<file path="src/rtl/qos_pkg.sv">
// rtl/qos_pkg.sv - shared QoS virtual-channel types, constants and grant helpers
package qos_pkg;

    localparam int NUM_VC   = 4;
    localparam int VC_IDX_W = 2;

    typedef enum logic [0:0] {
        EMPTY = 1'b0,
        FULL  = 1'b1
    } vc_deq_state_t;

    function automatic logic is_onehot4(input logic [NUM_VC-1:0] v);
        return (v != '0) && ((v & (v - 1'b1)) == '0);
    endfunction

    // Non-one-hot inputs map to 0; callers gate on is_onehot4 first.
    function automatic logic [VC_IDX_W-1:0] onehot4_to_idx(input logic [NUM_VC-1:0] v);
        logic [VC_IDX_W-1:0] idx;
        case (v)
            4'b0010: idx = 2'd1;
            4'b0100: idx = 2'd2;
            4'b1000: idx = 2'd3;
            default: idx = 2'd0;
        endcase
        return idx;
    endfunction

endpackage

</file>
<file path="src/rtl/qos_vc_counter_bank.sv">
// rtl/qos_vc_counter_bank.sv - per-VC wrapping transmitted-word counters with read mux
module qos_vc_counter_bank
    import qos_pkg::*;
#(
    parameter int CNT_WIDTH = 16
) (
    input  logic                clk,
    input  logic                reset,
    input  logic                inc,
    input  logic [VC_IDX_W-1:0] inc_idx,
    input  logic [VC_IDX_W-1:0] rd_idx,
    output logic [CNT_WIDTH-1:0] rd_data
);

    logic [CNT_WIDTH-1:0] cnt [NUM_VC];

    always_ff @(posedge clk) begin
        if (reset) begin
            for (int i = 0; i < NUM_VC; i++) begin
                cnt[i] <= '0;
            end
        end else if (inc) begin
            cnt[inc_idx] <= cnt[inc_idx] + 1'b1;
        end
    end

    assign rd_data = cnt[rd_idx];

endmodule

</file>
<file path="src/rtl/qos_vc_dequeue.sv">
// rtl/qos_vc_dequeue.sv - pops the granted VC FIFO into a single-entry output register
module qos_vc_dequeue
    import qos_pkg::*;
#(
    parameter int DATA_WIDTH = 8,
    parameter int CNT_WIDTH  = 16
) (
    input  logic                         clk,
    input  logic                         reset,
    input  logic                         enb,
    input  logic [NUM_VC-1:0]            grant,
    input  logic [NUM_VC-1:0]            fifo_empty,
    input  logic [NUM_VC*DATA_WIDTH-1:0] fifo_data,
    output logic [NUM_VC-1:0]            fifo_pop,
    output logic [DATA_WIDTH-1:0]        out_data,
    output logic [VC_IDX_W-1:0]          out_vc,
    output logic                         out_valid,
    input  logic                         out_ready,
    output logic                         grant_miss,
    output logic                         grant_err,
    input  logic [VC_IDX_W-1:0]          cnt_sel,
    output logic [CNT_WIDTH-1:0]         cnt_out
);

    localparam logic [0:0] ST_EMPTY = EMPTY;
    localparam logic [0:0] ST_FULL  = FULL;

    logic [0:0]            state;
    logic                  onehot;
    logic [VC_IDX_W-1:0]   g;
    logic [DATA_WIDTH-1:0] head_word;
    logic                  space;
    logic                  attempt;
    logic                  load;
    logic                  miss;
    logic                  multi;

    always_comb begin
        onehot    = is_onehot4(grant);
        g         = onehot4_to_idx(grant);
        head_word = fifo_data[g*DATA_WIDTH +: DATA_WIDTH];
        space     = (state == ST_EMPTY) || out_ready;
        // Pops are suppressed during reset so the FIFOs never lose a word to a discarded load.
        attempt   = !reset && enb && onehot && space;
        load      = attempt && !fifo_empty[g];
        miss      = attempt && fifo_empty[g];
        multi     = enb && (grant != '0) && !onehot;
        fifo_pop  = load ? grant : '0;
    end

    always_ff @(posedge clk) begin
        if (reset) begin
            state      <= ST_EMPTY;
            out_data   <= '0;
            out_vc     <= '0;
            grant_miss <= 1'b0;
            grant_err  <= 1'b0;
        end else begin
            grant_miss <= miss;
            if (multi) begin
                grant_err <= 1'b1;
            end
            if (load) begin
                state    <= ST_FULL;
                out_data <= head_word;
                out_vc   <= g;
            end else if ((state == ST_FULL) && out_ready) begin
                state <= ST_EMPTY;
            end
        end
    end

    assign out_valid = (state == ST_FULL);

    qos_vc_counter_bank #(
        .CNT_WIDTH(CNT_WIDTH)
    ) u_cnt (
        .clk     (clk),
        .reset   (reset),
        .inc     (load),
        .inc_idx (g),
        .rd_idx  (cnt_sel),
        .rd_data (cnt_out)
    );

endmodule

</file>
<file path="config.mk">
export PLATFORM = sky130hd
export DESIGN_NAME = qos_vc_dequeue
export DESIGN_NICKNAME = d
export VERILOG_FILES = /design/src/rtl/qos_pkg.sv /design/src/rtl/qos_vc_counter_bank.sv /design/src/rtl/qos_vc_dequeue.sv
export SDC_FILE = /design/constraint.sdc
export NUM_CORES = 1
export LEC_CHECK = 0
export BUFFER_PORTS_ARGS = -buffer_cell sky130_fd_sc_hd__buf_4
export CORE_ASPECT_RATIO = 0.6
export CORE_MARGIN = 4
export CORE_UTILIZATION = 61
export DETAILED_ROUTE_END_ITERATION = 12
export GPL_TIMING_DRIVEN = 0
export PLACE_DENSITY = 0.95
export SYNTH_ARGS = -nofsm -noshare
export SYNTH_HDL_FRONTEND = slang
export SYNTH_HIERARCHICAL = 1
export SYNTH_SLANG_ARGS = --single-unit
</file>
<file path="constraint.sdc">
create_clock -name clk -period 10.55 [get_ports clk]
set_clock_uncertainty 0.1 [all_clocks]
set_input_delay 2.6375 -clock clk [delete_from_list [all_inputs] [get_ports clk]]
set_output_delay 2.6375 -clock clk [all_outputs]
set_load 0.005 [all_outputs]
</file>
### Word-level counts from Yosys, hierarchy flattened

Memories as Yosys holds them, arrays and structs flattened.
Cells that the tools add are included.
Widths: inputs -> output; s select.

* register bits after elaboration: 13
* RAM bits: 64
* bits of input ports: 46
* output and inout bits: 33
* memories kept: 1

* add/sub/neg operators: 2
* $lt $le $gt $ge: 1
* equal/unequal tests: 3
* shift-type cells: 1
* multiplexer cells: 14
* bitwise gates (word level): 2
* reductions and logical operators: 17

Memory list
* u_cnt.cnt: words 4, width 16, rd ports 2, clocked after Yosys merged registers in 0, write ports 4, RTL line qos_vc_counter_bank.sv:15 `logic [CNT_WIDTH-1:0] cnt [NUM_VC];`

Operators with widths (number)
* $shiftx 32x6->8: 1
* $add 16x1->16 const B: 1
* $mux 16: 1
* $reduce_or 16->1: 1
* $logic_and 1x1->1: 9
* $mux 1: 9
* $pmux 2 s3: 1
* $and 4x4->4: 1
* $eq 4x2->1 const B: 1
* $eq 4x3->1 const B: 1
* $eq 4x4->1 const B: 1
* $logic_not 4->1: 1
* $mux 4: 1
* $reduce_bool 4->1: 1
* $sub 4x1->4 const B: 1
* $logic_not 1->1: 3
* $lt 2x3->1 const B: 1
* $bmux 1 s2: 1
* $mux 2: 1
* $reduce_bool 2->1: 1
* $logic_or 1x1->1: 1
* $not 1->1: 1

### Longest topological paths before layout

Gate-level depths: netlist (run 1).

* depth after elaboration: 12
* gate-level depth with buffers: 13
* depth with buffers taken out: 9

### Hierarchy

Netlist (run 1), hierarchy kept.

Modules (own cells, without submodules)
* qos_vc_counter_bank: times used 1, cells each 285, area each 3895.0 µm², sequential area each 1921.8 µm²
* qos_vc_dequeue: times used 1, cells each 80, area each 827.0 µm², sequential area each 260.2 µm²

### Worst setup path before layout (run 1)

OpenSTA, ideal clock, no wires.

* path type: in2out
* start point: input grant[3]
* end point: output fifo_pop[0]
* arrival time: 3941 ps
* setup slack: 3871 ps
* stages: 8
* buffers on the path: 2
* path through: buf_6 or4b_1 o311ai_1 nand3_2 nand2_2 inv_4 buf_8 and2_1

* cells in the longest elaborated chain, start to end: 8

RTL lines
* from (decl): RTL line qos_vc_dequeue.sv:11 `input logic [NUM_VC-1:0] grant,`
* $sub 4x1->4: RTL line qos_pkg.sv:13 `return (v != '0) && ((v & (v - 1'b1)) == '0);`
* $and 4x4->4: RTL line qos_pkg.sv:13
* $logic_not 4->1: RTL line qos_pkg.sv:13
* $logic_and 1x1->1: RTL line qos_pkg.sv:13
* $logic_and 1x1->1 (2 in series): RTL line qos_vc_dequeue.sv:44 `attempt = !reset && enb && onehot && space;`
* $logic_and 1x1->1 (*): RTL line qos_vc_dequeue.sv:45 `load = attempt && !fifo_empty[g];`
* named net load: RTL line qos_vc_dequeue.sv:34 `logic load;`
* $mux 4 (*): RTL line qos_vc_dequeue.sv:48 `fifo_pop = load ? grant : '0;`
* to (decl): RTL line qos_vc_dequeue.sv:14 `output logic [NUM_VC-1:0] fifo_pop,`

The timed path passes the listed nets; every way through them passes the cells marked *. The select of a mux whose other input is x is not followed.

### Worst setup path after layout (run 1)

* start point: input cnt_sel[0]
* end point: output cnt_out[7]

* cells in the longest elaborated chain, start to end: 1

RTL lines
* from (decl): RTL line qos_vc_dequeue.sv:21 `input logic [VC_IDX_W-1:0] cnt_sel,`
* $mem_v2 4x16
* to (decl): RTL line qos_vc_dequeue.sv:22 `output logic [CNT_WIDTH-1:0] cnt_out`

Every way passes these cells.

==> results.toml, run 1 <==
[worst_setup_path]
start_kind = "input port"
path_cells = "clkbuf_1 -> buf_2 -> mux4_2 -> buf_4"
crit_arrival_ns = 4.30
max_stage_delay_ns = 0.58
crit_type = "input port to output port"
required_ns = 7.81
crit_fanout = 10
ff2ff_path_depth = 11
slowest_stage = "mux4_2"
end_kind = "output port"

[route]
wl_per_cell_um = 23.6
wl_mm = 13.2
via_count = 3716
drtPass1Iterations = 5
drtIter0Drc = 578
vias_per_cell = 6.65
ant_nets = 0
drc = 0

[pwr]
peakVddDrop_v = 0.000116
power_density_nw_per_um2 = 136
p_leak_uw = 0.00211

[timing]
tns_ns = 0
clock.fmax_ghz = 0.142
fin_crit_ns = 7.04
rsz0062_at_grt = "false"
setup_viol = 0
hold_violations = 0
worst_pin_slew_ns = 1.47
holdWs_ns = 0.384
finalCritPeriodShare_pct = 66.7
layout_setup_ws_ns = 3.51
slew_headroom_pct = 1.97
finalMaxSlewViolations = 0

[grt]
grt_pass1_vias = 3819
grt-ovfl-total = 0
grt_first_pass_wirelength_mm = 20.1
antenna_found_initial = 0
track_usage_pct = 29.0
grt_max_degree = 17

[clock_network]
cts_buffer_depth = 2
clock_sinks = 77
clk_pin_slew_worst_paths_ns = 0.06
cts_hold_buf = 0
cts_tree = "done"
ctsResizeCount = 0
cts-htree-levels = 3
clkLatencyLatePin_ns = 0.35
cts_setup_buffers = 0
clock-root-buffer = "clkbuf_16"
cts_made_buffers = 9

[final_layout]
diodes = 0
area_growth_pct = 21.2
fill_cells = 442
mostFrequentLayoutCell = "buf_4"
layout_common_cells = "buf_4, edfxtp_1, nor2_1"
final_layout_size_suffix_gt1_share_pct = 34.9
nets = 497

[synthesis]
async_flop_share_pct = 0
synth_edf_count = 64
ys.flop_type = "edfxtp_1"
synth_cells = 365
synth.area.top_cells = "edfxtp_1, mux4_2, mux2i_1"
netlist-cell-type-count = 50
ys_ff_latch = 77
yosysSeqAreaShare_pct = 46.2
yosysTopAreaCellShare_pct = 40.7
synth_top_cell_by_area = "edfxtp_1"
synth_area_um2 = 4720
syn_nets = 412
postSynthAreaPerCell_um2 = 12.9
ys.warnings.count = 6

[floorplan]
die_area_um2 = 9260
initial_core_util_pct = 63.9
pin_count = 79
die_height_um = 76.2
die_w_um = 122
fp-row-count = 24
core-area_um2 = 7390

[place]
place_ws_ns = 3.47
dp_hpwl_mm = 9.36
gp_congestion = 0.944
io_buffers = 74

[worst_hold_path]
holdCritPathClass = "flip-flop to flip-flop"
whs_path_depth = 2

[outcome]
status = "complete, no violations"

[flow_run]
drv_cap = 0
## layer usage
metal | vias up | wire, µm | global-route usage (%)
met5 | - | 0 | 0
met4 | 0 | 388 | 10.5
met3 | 50 | 1620 | 9.35
met2 | 299 | 6350 | 45.3
met1 | 1769 | 4850 | 38.2
li1 | 1598 | - | -
## final timing paths
kind                   start  slack [ns]               to
setup / recovery  cnt_sel[0]        3.51       cnt_out[7]
setup reg to reg   out_valid        7.21  u_cnt/cnt[2][8]
hold / removal     grant_err        0.38        grant_err
hold reg to reg    grant_err        0.38        grant_err
## synthesized netlist by cell type (2+ instances only)
| cell type | n |
|---|---|
| o21ai_0 | 7 |
| or4_4 | 2 |
| nand4_1 | 7 |
| dfxtp_1 | 13 |
| a21oi_1 | 22 |
| buf_4 | 2 |
| buf_6 | 3 |
| o31ai_1 | 2 |
| edfxtp_1 | 64 |
| and2_1 | 8 |
| nor4_4 | 3 |
| nand2b_1 | 16 |
| nand3_2 | 2 |
| mux2i_1 | 27 |
| nand4bb_1 | 2 |
| nand4_4 | 2 |
| nand2_1 | 26 |
| nand3_1 | 7 |
| mux4_1 | 6 |
| nor3_1 | 5 |
| and4_1 | 4 |
| nand2_2 | 2 |
| nor3b_1 | 4 |
| xnor2_1 | 3 |
| or3_1 | 2 |
| o311ai_0 | 4 |
| buf_2 | 6 |
| xor2_1 | 2 |
| mux4_2 | 34 |
| nor2_1 | 35 |
| inv_1 | 7 |
| or2_2 | 8 |
| clkbuf_1 | 11 |
## flip-flops by register name (all words and copies together), names as in the netlist
register,cells
u_cnt/cnt,64
out_data,8
out_vc,2
grant_err,1
grant_miss,1
out_valid,1
## worst max-delay path, delay by kind of cell
family / cells / cell delay (ns)
multiplexers: 1 / 0.58
buffers and inverters: 3 / 1.08
## area by class of cell
cell class / instances / area (µm²) / share of cell area, %
well taps: 104 / 130 / 2.27
multi-input cells: 255 / 2350 / 41.0
clock buffers: 13 / 270 / 4.72
inverters: 8 / 32.5 / 0.569
clock inverters: 3 / 43.8 / 0.765
plain buffers: 25 / 160 / 2.80
flip-flops and latches: 77 / 2180 / 38.1
repair buffers: 74 / 556 / 9.71
## report_power, final
group	switching, µW	internal [µW]
combinational	56.5	51.2
sequential	5.82	340
clock	121	203
total	184	593
## per-stage QoR
step                      std cells  utilization, %  power [µW]  area (µm²)
after floorplan                 365               -         414        4720
after global placement          543            73.2         450        5410
after detailed placement        543            73.2         456        5410
after CTS                       559            77.5         778        5720
after global routing            559            77.5         799        5720
final                           559            77.5         777        5720
## cells by family (layout without fill, tap and decap cells)
family	count (synthesis)	count (layout)	share of synthesized area [%]
buffers and inverters	33	123	4.08
multiplexers	67	67	25.3
AO/OA/AOI/OAI	40	40	5.11
XOR/XNOR	5	5	0.928
flip-flops	77	77	46.2
AND/OR/NAND/NOR	141	141	17.9
adder cells (fa/ha/maj)	2	2	0.477
Note: power is estimated with default switching activity, not from simulation.
==> run 2, diff against run 1 <==
CORE_UTILIZATION = 57   (was 61)
PLACE_DENSITY = 0.92   (was 0.95)
clock period = 6.7 ns   (was 10.55 ns; I/O delays follow)
==> run 2 against run 1 <==
Against the previous run:
- largest power group unchanged
- worst hold slack better by 0.010 ns
- routed wire length up 0.64%
- global-route usage down 1.1 points
- sequential cell count unchanged
- sequential power up 58%
- power up 47%
- critical path type is now input port to flip-flop
- core utilization down 6.4 points
- clock-buffer cell count unchanged
- final area down 0.94%
- register-to-register slack worse by 3.8 ns
- non-clock buffer count unchanged
- sequential share of layout area up 0.36 points
==> results.toml, run 2 (same netlist as run 1, synthesis figures left out) <==
[place]
place_ws_ns = 1.30
dp_hpwl_mm = 9.58
io_buffers = 74
gp_congestion = 0.921
dp.cells = 547

[route]
drt-met1-wl_mm = 5.03
ant_nets = 0
vias_per_cell = 6.71
wl_mm = 13.3
routed.top_layer = "met4"
via_count = 3780
drc = 0
drtPass1Iterations = 6
drtIter0Drc = 528
wl_per_cell_um = 23.6
wl_met3_mm = 1.60
wl_met2_mm = 6.33

[final_layout]
fill_cells = 555
multi_input_area_um2 = 2350
reg.largest.list = "u_cnt/cnt (64), out_data (8), out_vc (2)"
seqCellArea_um2 = 2180
final_layout_size_suffix_gt1_share_pct = 34.3
diodes = 0
nets = 497
top_register = "u_cnt/cnt"
layout_common_cells = "buf_4, edfxtp_1, nor2_1"
final_cell_count_no_fill = 563
mostFrequentLayoutCell = "buf_4"
area_growth_pct = 20.0
largest_reg_flops = 64

[clock_network]
ctsResizeCount = 0
cts_setup_buffers = 0
cts_hold_buf = 0
clkLatencyLatePin_ns = 0.34
cts_made_buffers = 9
clock-root-buffer = "clkbuf_16"
cts_tree = "done"
cts-htree-levels = 3
cts_buffer_depth = 2
clock_sinks = 77
clk_pin_slew_worst_paths_ns = 0.05

[grt]
grt_pass1_vias = 3834
grt_first_pass_wirelength_mm = 20.8
grt-ovfl-total = 0
antenna_found_initial = 0
grt_max_degree = 17
track_usage_pct = 27.9

[timing]
fin_crit_ns = 5.19
hold_violations = 0
layout_setup_ws_ns = 1.51
worst_pin_slew_ns = 1.14
finalCritPeriodShare_pct = 77.4
setup_viol = 0
tns_ns = 0
finalMaxSlewViolations = 0
rsz0062_at_grt = "false"
clock.fmax_ghz = 0.193
slew_headroom_pct = 23.6

[worst_hold_path]
holdPathEnd = "out_data[6]"
holdCritPathClass = "flip-flop to flip-flop"
whs_path_depth = 2
hp-start = "out_data[6]"

[worst_setup_path]
reg2reg_from = "out_valid"
crit_fanout = 16
required_ns = 6.56
reg2reg_to = "u_cnt/cnt[0][8]"
crit_arrival_ns = 5.04
ff2ff_path_depth = 11
end_kind = "flip-flop"
crit_type = "input port to flip-flop"
r2r_slack_ns = 3.41
start_kind = "input port"

[floorplan]
core-area_um2 = 7980
fp-row-count = 25
die_w_um = 126
die_height_um = 78.5
pin_count = 79
initial_core_util_pct = 59.2
die_area_um2 = 9850

[pwr]
p_leak_uw = 0.00208
peakVddDrop_v = 0.000161
power_density_nw_per_um2 = 201

[outcome]
status = "complete, no violations"

[flow_run]
drv_cap = 0
## run 2: where the power goes
part           internal [µW]  total, µW  switching, µW
Sequential               535        544           8.82
Clock                    249        429            180
Combinational           80.5        169           88.4
Total                    864       1140            278
## run 2: worst max-delay path by stage
stage	from	end	slack (ns)	cells after the start
2_1_floorplan	grant[3]	fifo_pop[0]	1.95	8
3_3_place_gp	grant[1]	u_cnt/cnt[2][12]	1.56	10
3_5_place_dp	grant[1]	u_cnt/cnt[2][6]	1.30	10
4_1_cts	cnt_sel[0]	cnt_out[10]	1.54	4
5_1_grt	grant[1]	u_cnt/cnt[2][3]	1.33	10
6_report	grant[1]	u_cnt/cnt[2][15]	1.51	10
## run 2: area by class of cell
cell class | count | share of cell area, %
clock inverters | 3 | 0.265
inverters | 8 | 0.574
flip-flops and latches | 77 | 38.5
clock buffers | 13 | 4.24
well taps | 108 | 2.38
plain buffers | 25 | 2.83
multi-input cells | 255 | 41.4
repair buffers | 74 | 9.80
## run 2: through the flow
| stage | util, % | power [µW] | hold slack, ns | area, µm² |
|---|---|---|---|---|
| floorplan | - | 651 | 0.360 | 4720 |
| global placement | 67.9 | 709 | 0.365 | 5410 |
| detailed placement | 67.9 | 718 | 0.386 | 5410 |
| CTS | 71.1 | 1140 | 0.400 | 5670 |
| global route | 71.1 | 1180 | 0.419 | 5670 |
| finish | 71.1 | 1140 | 0.395 | 5670 |
## run 2: critical path, cell delays in order
cell       delay, ns
buf_4           0.14
nor2_1          0.20
nand2_1         0.31
inv_1           0.18
clkbuf_2        0.25
buf_2           0.36
buf_2           0.29
nand4bb_1       0.36
clkbuf_1        0.41
nand2b_1        0.87
## run 2: layer usage
layer | up-vias | track usage [%]
li1 | 1595 | -
met1 | 1860 | 36.9
met2 | 277 | 44.5
met3 | 48 | 9.04
met4 | 0 | 8.01
met5 | - | 0
==> run 3, diff against run 2 <==
CORE_UTILIZATION = 51   (was 57)
PLACE_DENSITY = 0.87   (was 0.92)
clock period = 4.2 ns   (was 6.7 ns; I/O delays follow)
==> run 3 against run 2 <==
Against the previous run:
- sequential cell count is the same
- first-iteration DRC count is 20% lower
- largest cell class unchanged
- critical path type unchanged
- core utilization decreased by 5.4 points
==> results.toml, run 3 (same netlist as run 1, synthesis figures left out) <==
[outcome]
status = "complete, no violations"

[worst_setup_path]
max_stage_delay_ns = 0.65
required_ns = 4.16
start_kind = "input port"
path_cells = "buf_4 -> nor2_1 -> nand2_2 -> inv_1 -> clkbuf_2 -> buf_2 -> mux4_2 -> ha_1 -> nand4_4 -> o41ai_1"
crit_arrival_ns = 4.03
end_kind = "flip-flop"
crit_fanout = 10
crit_type = "input port to flip-flop"
slowest_stage = "o41ai_1"

[route]
ant_nets = 0
vias_per_cell = 6.36
via_count = 3608
drc = 0
drtPass1Iterations = 5
wl_mm = 12.3
drtIter0Drc = 425
wl_per_cell_um = 21.7

[timing]
fin_crit_ns = 4.07
hold_violations = 0
setup_viol = 0
holdWs_ns = 0.384
finalCritPeriodShare_pct = 97.0
finalMaxSlewViolations = 0
worst_pin_slew_ns = 1.09
slew_headroom_pct = 27.2
clock.fmax_ghz = 0.245
tns_ns = 0
rsz0062_at_grt = "false"

[clock_network]
clock-root-buffer = "clkbuf_16"
cts_made_buffers = 9
cts_hold_buf = 0
clkLatencyLatePin_ns = 0.34
cts_tree = "done"
cts-htree-levels = 3
cts_buffer_depth = 2
clk_pin_slew_worst_paths_ns = 0.06
clock_sinks = 77
cts_setup_buffers = 0

[final_layout]
top_register = "u_cnt/cnt"
diodes = 0
layout_common_cells = "buf_4, edfxtp_1, nor2_1"
nets = 497
mostFrequentLayoutCell = "buf_4"
reg.largest.list = "u_cnt/cnt (64), out_data (8), out_vc (2)"
stdcell_area_um2 = 5750
final_layout_size_suffix_gt1_share_pct = 36.0
post-route-util_pct = 65.7
largest_reg_flops = 64
area_growth_pct = 21.7

[flow_run]
drv_cap = 0

[grt]
grt_first_pass_wirelength_mm = 19.4
grt_pass1_vias = 3615
antenna_found_initial = 0
track_usage_pct = 23.8
grt_max_degree = 17
grt-ovfl-total = 0

[floorplan]
die_area_um2 = 10900
pin_count = 79
die_height_um = 82.5
core-area_um2 = 8750
initial_core_util_pct = 54.0
fp-row-count = 26
die_w_um = 132

[pwr]
peakVddDrop_v = 0.000182
p_clk_share_pct = 40.2
intPower_uw = 1450
p_sw_uw = 450
p_leak_uw = 0.00211
pwr-share-seq_pct = 45.6
power.total_uw = 1900
sw_frac_of_total_pct = 23.7
power_density_nw_per_um2 = 330
pwr-share-comb_pct = 14.1

[place]
gp_congestion = 0.952
dp_hpwl_mm = 8.93
postPlaceCellArea_um2 = 5420
io_buffers = 74

[worst_hold_path]
holdCritPathClass = "flip-flop to flip-flop"
## run 3: critical path, delay by kind of cell
family | cells | cell delay, ns
buffers and inverters | 4 | 0.85
AND/OR/NAND/NOR | 3 | 0.69
AO/OA/AOI/OAI | 1 | 0.65
multiplexers | 1 | 0.40
adder cells (fa/ha/maj) | 1 | 0.37
## run 3: final cells by class
type                       instances  area (µm²)
timing repair buffer              74         556
multi-input combinational        255        2380
inverter                           8        32.5
fill                             625        3010
buffer                            25         160
clock buffer                      14         284
tap                              112         140
clock inverter                     2        12.5
sequential                        77        2180
## run 3: worst paths after layout
path / end / slack (ns) / cells past startpoint / from
setup / recovery: u_cnt/cnt[0][8] / 0.13 / 10 / grant[1]
hold / removal: grant_err / 0.38 / 2 / grant_err
setup reg to reg: u_cnt/cnt[0][8] / 1.12 / 12 / out_valid
hold reg to reg: grant_err / 0.38 / 2 / grant_err
## run 3: stage by stage
stage / setup slack, ns / instances
3_5_place_dp: -0.533 / 551
3_3_place_gp: -0.366 / 551
5_1_grt: 0.0172 / 567
6_report: 0.125 / 567
2_1_floorplan: 0.318 / 365
4_1_cts: 0.0131 / 567
## run 3: timing repair
action / in CTS / in global routing
setup endpoints to repair: 16 / 51
resized for setup: 1 / 6
pin swaps: 0 / 0
## run 3: power groups by stage
| stage | Sequential [µW] | Clock, µW | Combinational (µW) |
|---|---|---|---|
| after floorplan | 876 | 0 | 163 |
| after global placement | 878 | 0 | 254 |
| after detailed placement | 881 | 0 | 262 |
| after CTS | 865 | 773 | 264 |
| after global routing | 868 | 810 | 287 |
| final | 866 | 764 | 268 |
## run 3: routing by layer
metal	vias up	part of all wire (%)	global-route usage (%)
met4	0	1.2	6.95
met2	216	46	38.1
li1	1598	-	-
met3	18	11	7.51
met5	-	0	0
met1	1776	41	31.7
